==> src/rtl/imsic_msi_sched_if.sv <==
// ----------------------------------------------------------------------------
// imsic_msi_sched_if
// Bundles the requester-side MSI handshake and the outgoing MSI pulse link of
// imsic_msi_sched.
//
// Handshake: a requester holds req_vld[r] high with a stable word in
// req_info[r*W +: W] until req_rdy[r] is seen high. A word transfers on every
// rising clk edge where req_vld[r] & req_rdy[r]. req_rdy is one-hot or zero.
//
// Signals
//   req_vld        requesters -> scheduler   per-requester valid
//   req_info       requesters -> scheduler   packed requester words
//   req_rdy        scheduler  -> requesters  one-hot grant
//   o_msi_info     scheduler  -> CSR gates   MSI word on the link
//   o_msi_info_vld scheduler  -> CSR gates   shaped valid pulse
// ----------------------------------------------------------------------------
interface imsic_msi_sched_if #(
  parameter int NR_REQ         = 4,
  parameter int MSI_INFO_WIDTH = 17
);
  logic [NR_REQ-1:0]                req_vld;
  logic [NR_REQ*MSI_INFO_WIDTH-1:0] req_info;
  logic [NR_REQ-1:0]                req_rdy;
  logic [MSI_INFO_WIDTH-1:0]        o_msi_info;
  logic                             o_msi_info_vld;

  // Requester / link-observer side.
  modport master (
    output req_vld,
    output req_info,
    input  req_rdy,
    input  o_msi_info,
    input  o_msi_info_vld
  );

  // Scheduler side.
  modport slave (
    input  req_vld,
    input  req_info,
    output req_rdy,
    output o_msi_info,
    output o_msi_info_vld
  );
endinterface

==> src/rtl/imsic_msi_sched.sv <==
// ----------------------------------------------------------------------------
// imsic_msi_sched
// Collects MSI writes from NR_REQ requesters with a round-robin arbiter,
// discards words carrying an illegal interrupt identity, buffers the legal
// ones in a small FIFO and serialises them onto the msi_info / msi_info_vld
// pulse link. Each pulse is held high VLD_HIGH_CYC cycles, then low
// VLD_LOW_CYC cycles with the word held, so a slower receiver sees every MSI
// exactly once.
//
// Ports
//   clk          clock
//   rstn         asynchronous active-low reset
//   bus          slave side of imsic_msi_sched_if (handshake + pulse link)
//   o_busy       FIFO non-empty or link FSM not idle
//   o_fifo_cnt   FIFO occupancy
//   o_drop_cnt   saturating count of dropped illegal MSIs
//   o_fsm_state  link FSM state (debug)
// ----------------------------------------------------------------------------
module imsic_msi_sched #(
  parameter int NR_REQ         = 4,
  parameter int MSI_INFO_WIDTH = 17,
  parameter int NR_SRC         = 32,
  parameter int NR_SRC_WIDTH   = $clog2(NR_SRC),
  parameter int FIFO_DEPTH     = 4,
  parameter int VLD_HIGH_CYC   = 4,
  parameter int VLD_LOW_CYC    = 4
) (
  input  logic                          clk,
  input  logic                          rstn,
  imsic_msi_sched_if.slave              bus,
  output logic                          o_busy,
  output logic [$clog2(FIFO_DEPTH):0]   o_fifo_cnt,
  output logic [15:0]                   o_drop_cnt,
  output logic [1:0]                    o_fsm_state
);

  localparam int W       = MSI_INFO_WIDTH;
  localparam int PTR_W   = (NR_REQ > 1) ? $clog2(NR_REQ) : 1;
  localparam int AW      = $clog2(FIFO_DEPTH);
  localparam int CW      = AW + 1;
  localparam int CNT_MAX = (VLD_HIGH_CYC > VLD_LOW_CYC) ? VLD_HIGH_CYC : VLD_LOW_CYC;
  localparam int CNT_W   = (CNT_MAX > 1) ? $clog2(CNT_MAX) : 1;

  typedef enum logic [1:0] {
    ST_IDLE = 2'd0,
    ST_HIGH = 2'd1,
    ST_LOW  = 2'd2
  } state_e;

  // Registers
  state_e                  state_q;
  logic [CNT_W-1:0]        tmr_q;
  logic                    vld_q;
  logic [W-1:0]            info_q;
  logic [PTR_W-1:0]        rr_ptr_q, rr_ptr_d;
  logic [W-1:0]            mem_q [FIFO_DEPTH];
  logic [W-1:0]            mem_d [FIFO_DEPTH];
  logic [AW-1:0]           wr_ptr_q, wr_ptr_d;
  logic [AW-1:0]           rd_ptr_q, rd_ptr_d;
  logic [CW-1:0]           fifo_cnt_q, fifo_cnt_d;
  logic [15:0]             drop_cnt_q, drop_cnt_d;

  // Arbitration / datapath
  int                      scan_idx;
  logic                    grant_vld;
  logic [PTR_W-1:0]        grant_idx;
  logic [NR_REQ-1:0]       grant_oh;
  logic [W-1:0]            grant_info;
  logic [NR_SRC_WIDTH-1:0] setipnum;
  logic                    id_over;
  logic                    id_legal;
  logic                    push;
  logic                    drop;
  logic                    pop;

  // Round-robin search starting at rr_ptr_q. Fullness is judged on the
  // current count only, so a pop in the same cycle never opens req_rdy.
  always_comb begin
    scan_idx  = 0;
    grant_vld = 1'b0;
    grant_idx = '0;
    if (fifo_cnt_q != CW'(FIFO_DEPTH)) begin
      for (int i = 0; i < NR_REQ; i++) begin
        scan_idx = int'(rr_ptr_q) + i;
        if (scan_idx >= NR_REQ) scan_idx = scan_idx - NR_REQ;
        if (!grant_vld && bus.req_vld[scan_idx]) begin
          grant_vld = 1'b1;
          grant_idx = PTR_W'(scan_idx);
        end
      end
    end
  end

  always_comb begin
    grant_oh = '0;
    if (grant_vld) grant_oh[grant_idx] = 1'b1;
  end

  always_comb begin
    rr_ptr_d = rr_ptr_q;
    if (grant_vld) begin
      rr_ptr_d = (grant_idx == PTR_W'(NR_REQ - 1)) ? '0 : grant_idx + PTR_W'(1);
    end
  end

  assign grant_info = bus.req_info[grant_idx*W +: W];
  assign setipnum   = grant_info[NR_SRC_WIDTH-1:0];

  // The upper-range check only exists when NR_SRC leaves setipnum codes unused.
  generate
    if (NR_SRC < (1 << NR_SRC_WIDTH)) begin : g_range_chk
      assign id_over = ({1'b0, setipnum} >= (NR_SRC_WIDTH + 1)'(NR_SRC));
    end else begin : g_no_range_chk
      assign id_over = 1'b0;
    end
  endgenerate

  assign id_legal = (setipnum != '0) && !id_over;
  assign push     = grant_vld && id_legal;
  assign drop     = grant_vld && !id_legal;
  assign pop      = (state_q == ST_IDLE) && (fifo_cnt_q != '0);

  // FIFO next state; pointers wrap naturally since FIFO_DEPTH is a power of 2.
  always_comb begin
    mem_d      = mem_q;
    wr_ptr_d   = wr_ptr_q;
    rd_ptr_d   = rd_ptr_q;
    fifo_cnt_d = fifo_cnt_q;
    if (push) begin
      mem_d[wr_ptr_q] = grant_info;
      wr_ptr_d        = wr_ptr_q + AW'(1);
    end
    if (pop) rd_ptr_d = rd_ptr_q + AW'(1);
    case ({push, pop})
      2'b10:   fifo_cnt_d = fifo_cnt_q + CW'(1);
      2'b01:   fifo_cnt_d = fifo_cnt_q - CW'(1);
      default: fifo_cnt_d = fifo_cnt_q;
    endcase
  end

  always_comb begin
    drop_cnt_d = drop_cnt_q;
    if (drop && (drop_cnt_q != 16'hFFFF)) drop_cnt_d = drop_cnt_q + 16'd1;
  end

  always_ff @(posedge clk or negedge rstn) begin
    if (!rstn) begin
      rr_ptr_q   <= '0;
      wr_ptr_q   <= '0;
      rd_ptr_q   <= '0;
      fifo_cnt_q <= '0;
      drop_cnt_q <= '0;
      for (int i = 0; i < FIFO_DEPTH; i++) mem_q[i] <= '0;
    end else begin
      rr_ptr_q   <= rr_ptr_d;
      wr_ptr_q   <= wr_ptr_d;
      rd_ptr_q   <= rd_ptr_d;
      fifo_cnt_q <= fifo_cnt_d;
      drop_cnt_q <= drop_cnt_d;
      mem_q      <= mem_d;
    end
  end

  // Link FSM. o_msi_info only loads on IDLE->HIGH, so the word stays stable
  // through the whole high and low phase for the receiver's falling-edge capture.
  always_ff @(posedge clk or negedge rstn) begin
    if (!rstn) begin
      state_q <= ST_IDLE;
      tmr_q   <= '0;
      vld_q   <= 1'b0;
      info_q  <= '0;
    end else begin
      case (state_q)
        ST_IDLE: begin
          if (pop) begin
            info_q  <= mem_q[rd_ptr_q];
            vld_q   <= 1'b1;
            tmr_q   <= CNT_W'(VLD_HIGH_CYC - 1);
            state_q <= ST_HIGH;
          end
        end
        ST_HIGH: begin
          if (tmr_q == '0) begin
            vld_q   <= 1'b0;
            tmr_q   <= CNT_W'(VLD_LOW_CYC - 1);
            state_q <= ST_LOW;
          end else begin
            tmr_q <= tmr_q - CNT_W'(1);
          end
        end
        ST_LOW: begin
          if (tmr_q == '0) state_q <= ST_IDLE;
          else             tmr_q   <= tmr_q - CNT_W'(1);
        end
        default: begin
          state_q <= ST_IDLE;
          vld_q   <= 1'b0;
        end
      endcase
    end
  end

  assign bus.req_rdy        = grant_oh;
  assign bus.o_msi_info     = info_q;
  assign bus.o_msi_info_vld = vld_q;
  assign o_busy             = (fifo_cnt_q != '0) || (state_q != ST_IDLE);
  assign o_fifo_cnt         = fifo_cnt_q;
  assign o_drop_cnt         = drop_cnt_q;
  assign o_fsm_state        = state_q;

endmodule
==> src/flat_wrapper.sv <==
// flat-port wrapper written by rule: the top's interface ports become plain ports
module imsic_msi_sched_flat 
#(
  parameter int NR_REQ         = 4,
  parameter int MSI_INFO_WIDTH = 17,
  parameter int NR_SRC         = 32,
  parameter int NR_SRC_WIDTH   = $clog2(NR_SRC),
  parameter int FIFO_DEPTH     = 4,
  parameter int VLD_HIGH_CYC   = 4,
  parameter int VLD_LOW_CYC    = 4
)
  (clk, rstn, o_busy, o_fifo_cnt, o_drop_cnt, o_fsm_state, bus_req_vld, bus_req_info, bus_req_rdy, bus_o_msi_info, bus_o_msi_info_vld);
  imsic_msi_sched_if #(.NR_REQ(NR_REQ), .MSI_INFO_WIDTH(MSI_INFO_WIDTH)) bus_i ();
  input  logic clk;
  input  logic rstn;
  output logic o_busy;
  output logic [$clog2(FIFO_DEPTH):0] o_fifo_cnt;
  output logic [15:0] o_drop_cnt;
  output logic [1:0] o_fsm_state;
  input wire logic [$bits(bus_i.req_vld)-1:0] bus_req_vld;
  input wire logic [$bits(bus_i.req_info)-1:0] bus_req_info;
  output wire logic [$bits(bus_i.req_rdy)-1:0] bus_req_rdy;
  output wire logic [$bits(bus_i.o_msi_info)-1:0] bus_o_msi_info;
  output wire logic [$bits(bus_i.o_msi_info_vld)-1:0] bus_o_msi_info_vld;
  assign bus_i.req_vld = bus_req_vld;
  assign bus_i.req_info = bus_req_info;
  assign bus_req_rdy = bus_i.req_rdy;
  assign bus_o_msi_info = bus_i.o_msi_info;
  assign bus_o_msi_info_vld = bus_i.o_msi_info_vld;
  imsic_msi_sched #(.NR_REQ(NR_REQ), .MSI_INFO_WIDTH(MSI_INFO_WIDTH), .NR_SRC(NR_SRC), .NR_SRC_WIDTH(NR_SRC_WIDTH), .FIFO_DEPTH(FIFO_DEPTH), .VLD_HIGH_CYC(VLD_HIGH_CYC), .VLD_LOW_CYC(VLD_LOW_CYC)) u_core (.clk(clk), .rstn(rstn), .bus(bus_i), .o_busy(o_busy), .o_fifo_cnt(o_fifo_cnt), .o_drop_cnt(o_drop_cnt), .o_fsm_state(o_fsm_state));
endmodule
==> config.mk <==
export PLATFORM = sky130hd
export DESIGN_NAME = imsic_msi_sched_flat
export DESIGN_NICKNAME = d
export VERILOG_FILES = /design/src/rtl/imsic_msi_sched_if.sv /design/src/rtl/imsic_msi_sched.sv /design/src/flat_wrapper.sv
export SDC_FILE = /design/constraint.sdc
export NUM_CORES = 1
export LEC_CHECK = 0
export CAP_MARGIN = 20
export CORE_ASPECT_RATIO = 1.25
export CORE_MARGIN = 4
export CORE_UTILIZATION = 45
export CTS_CLUSTER_SIZE = 40
export DETAILED_ROUTE_END_ITERATION = 10
export GPL_ROUTABILITY_DRIVEN = 0
export PLACE_DENSITY = 0.83
export SYNTH_ARGS = -nofsm -noshare
export SYNTH_HDL_FRONTEND = slang
export SYNTH_SLANG_ARGS = --single-unit
==> constraint.sdc <==
create_clock -name clk -period 3.85 [get_ports clk]
set_input_delay 0.77 -clock clk [delete_from_list [all_inputs] [get_ports clk]]
set_output_delay 0.77 -clock clk [all_outputs]
set_load 0.03 [all_outputs]
==> results.cfg <==
[final_layout]
fin_nets = 739
final_cell_mix = dfrtp_1 (115), clkdlybuf4s50_1 (111), mux2i_1 (67), inv_1 (61), mux2_2 (35)
final_common_cell = dfrtp_1
diodes = 0
area_growth_pct = 36.8
fillCellCount = 1041
final_core_util = 0.626
drive_above_1_share = 0.202

[logic_synthesis]
yosys-top-cells-area = dfrtp_1 (48%), mux2i_1 (11%), mux4_2 (7.1%), mux2_2 (6.5%), inv_1 (3.8%)
synth_top_area_frac = 0.477
async_reset_ff_frac = 1.00
syn_area_per_cell_um2 = 12.0
ys_ff_latch = 115
ys.flop_type = dfrtp_1
synthesis.area_um2 = 6030
yosys_warnings = 0
synthesis.nets = 592
syn_inst = 502
ys_seq_area_frac = 0.477
synth_top_area_cell = dfrtp_1
synth_edf_count = 0
yosysUniqueCellTypes = 47

[worst_setup_path]
required_ps = 3080
worstPathCellList = clkdlybuf4s50_1 > and4bb_2 > o21ai_0 > o211a_2 > buf_4 > buf_12 > inv_1 > ha_1 > and2_1 > buf_4
cp-start-kind = input port
slowest_stage = clkdlybuf4s50_1
cp_data_arrival_time_ps = 2890
crit_path_frequent_cell = buf_4
crit_type = input port to output pin
r2r_end = u_core.o_fifo_cnt[2]
reg2reg_slack_ps = 570
slowest_delay_ps = 460
rr_startpoint = u_core.rr_ptr_q[1]
path_max_fanout = 26
rr_worst_depth = 14
end_kind = output pin

[routing]
via_per_inst = 5.38
wl_um = 14700
drtIter0Drc = 188
ant_nets = 0
num_vias = 4481
drc = 0
wire_per_inst_um = 17.7
drt-pass1-iter-count = 5

[clock_network]
cts_max_level = 4
clkTransAtPathRegs_ps = 60
cts_made_buffers = 17
root_buffer = clkbuf_16
cts_tree = done
clk_latency_ps = 410
cts.sinks = 115
ctsLongestPathBuffers = 2
cts_hold_buf = 0

[timing]
drv_slew = 0
setup_viol_count_final = 0
post-route-period-util = 0.951
skew_ps = 13.1
fmax_mhz = 273
hold_viol_final = 0
max_slew_margin = 0.325
timing.final.crit_period_ps = 3660
final.setup.tns_ps = 0
timing.hold.ws_ps = 475
worst_pin_slew_ps = 1010
rsz0062_at_grt = false

[floorplan]
rows = 47
core_um2 = 13200
dieWidth_um = 112
initial_core_util = 0.458
dieHeight_um = 137
dieArea_um2 = 15300
ios = 118

[placed_design]
port_buffers = 117
hpwl_um = 10300

[run]
drv_cap = 0

[global_routing]
grt_pass1_vias = 4922
gr-total-overflow = 0
grt_antenna_before_repair = 0
grt_pass1_wl_um = 24200
grt.total_usage = 0.199
grt_start_max_net_pins = 73

[status]
status = finished clean

[power]
ir_drop_uv = 440
p_leak_uw = 0.00373
p_per_area_nw_per_um2 = 940

[worst_hold_path]
hold_class = input port to asynchronous set/reset pin
## synthesized netlist by cell type, drive strengths merged, types with 2 or more instances
cell and n:
a21oi 6, a32o 8, and2 4, and3 3, buf 12, clkbuf 9, dfrtp 115, ha 15
inv 61, mux2 35, mux2i 67, mux4 19, nand2 32, nand2b 2, nand3 10, nand4 2
nor2 15, nor2b 6, nor3 10, nor4 4, o21ai 17, o2bb2ai 12, xnor2 3, xor2 18
## layer usage
metal / up-vias / routed length, µm / share of wire / track usage
met5: - / 0 / 0 / 0
met4: 0 / 388 / 0.026 / 0.0892
met3: 28 / 610 / 0.041 / 0.0453
met2: 135 / 8170 / 0.55 / 0.372
met1: 2270 / 5580 / 0.38 / 0.215
li1: 2048 / - / - / -
## flip-flops by register name (all words and copies together), names as in the netlist
signal	cells
u_core.mem_q	68
u_core.o_fifo_cnt	3
u_core.tmr_q	2
u_core.bus.o_msi_info	17
u_core.rr_ptr_q	2
u_core.bus.o_msi_info_vld	1
u_core.wr_ptr_q	2
u_core.rd_ptr_q	2
u_core.o_drop_cnt	16
u_core.o_fsm_state	2
## power breakdown
| group | leakage [µW] | switching, µW | total (µW) | internal [µW] |
|---|---|---|---|---|
| clock network | 0.000310 | 580 | 1750 | 1170 |
| registers | 0.00136 | 419 | 2200 | 1780 |
| logic | 0.00206 | 1910 | 3800 | 1880 |
| total | 0.00373 | 2910 | 7750 | 4840 |
## metrics by stage
stage          power [µW]  std cells  instance area, µm²  worst slack (ps)
6_report             7750        833                8240               190
5_1_grt              8220        833                8240              75.0
4_1_cts              7800        833                8240              40.2
3_5_place_dp         5950        800                7560              -304
3_3_place_gp         5760        800                7560             -74.4
2_1_floorplan        4690        502                6030               256
## worst max path at each step
stage	startpoint	to	cells past startpoint
finish	bus_req_vld[1]	bus_req_rdy[1]	10
global placement	bus_req_vld[0]	u_core.o_fifo_cnt[2]	14
detailed placement	bus_req_vld[0]	u_core.o_fifo_cnt[2]	14
floorplan	bus_req_vld[1]	u_core.o_fifo_cnt[2]	15
global route	bus_req_vld[1]	u_core.o_fifo_cnt[2]	15
CTS	bus_req_vld[0]	bus_req_rdy[1]	10
## kinds of logic after synthesis
group / after synthesis / share of synthesized area
muxes: 121 / 0.248
AOI/OAI and AO/OA: 52 / 0.0629
DFF: 115 / 0.477
buffers and inverters: 82 / 0.0571
and+or+nand+nor: 95 / 0.0901
adders and majority gates: 16 / 0.0345
xor gates and xnor gates: 21 / 0.0305
## worst max-delay path: cells and delay by family
| family | cells | cell delay (ps) |
|---|---|---|
| fa+ha+maj | 1 | 180 |
| compound gates | 2 | 430 |
| buf+inv | 5 | 1130 |
| simple gates | 2 | 370 |
## cell type report
type | instances | area [µm²] | share of cell area
sequential | 115 | 2880 | 0.349
clock inverter | 14 | 224 | 0.0272
multi-input combinational | 305 | 2810 | 0.341
tap | 171 | 214 | 0.0260
clock buffer | 18 | 439 | 0.0533
timing repair buffer | 149 | 1450 | 0.176
inverter | 61 | 229 | 0.0278
## repair_timing
action	in CTS	in global routing
pin swaps	1	0
gates resized for setup	3	1
setup endpoints to repair	3	3
buffers inserted	1	0
cloned	0	0
Power figures use the tool's default switching activity.
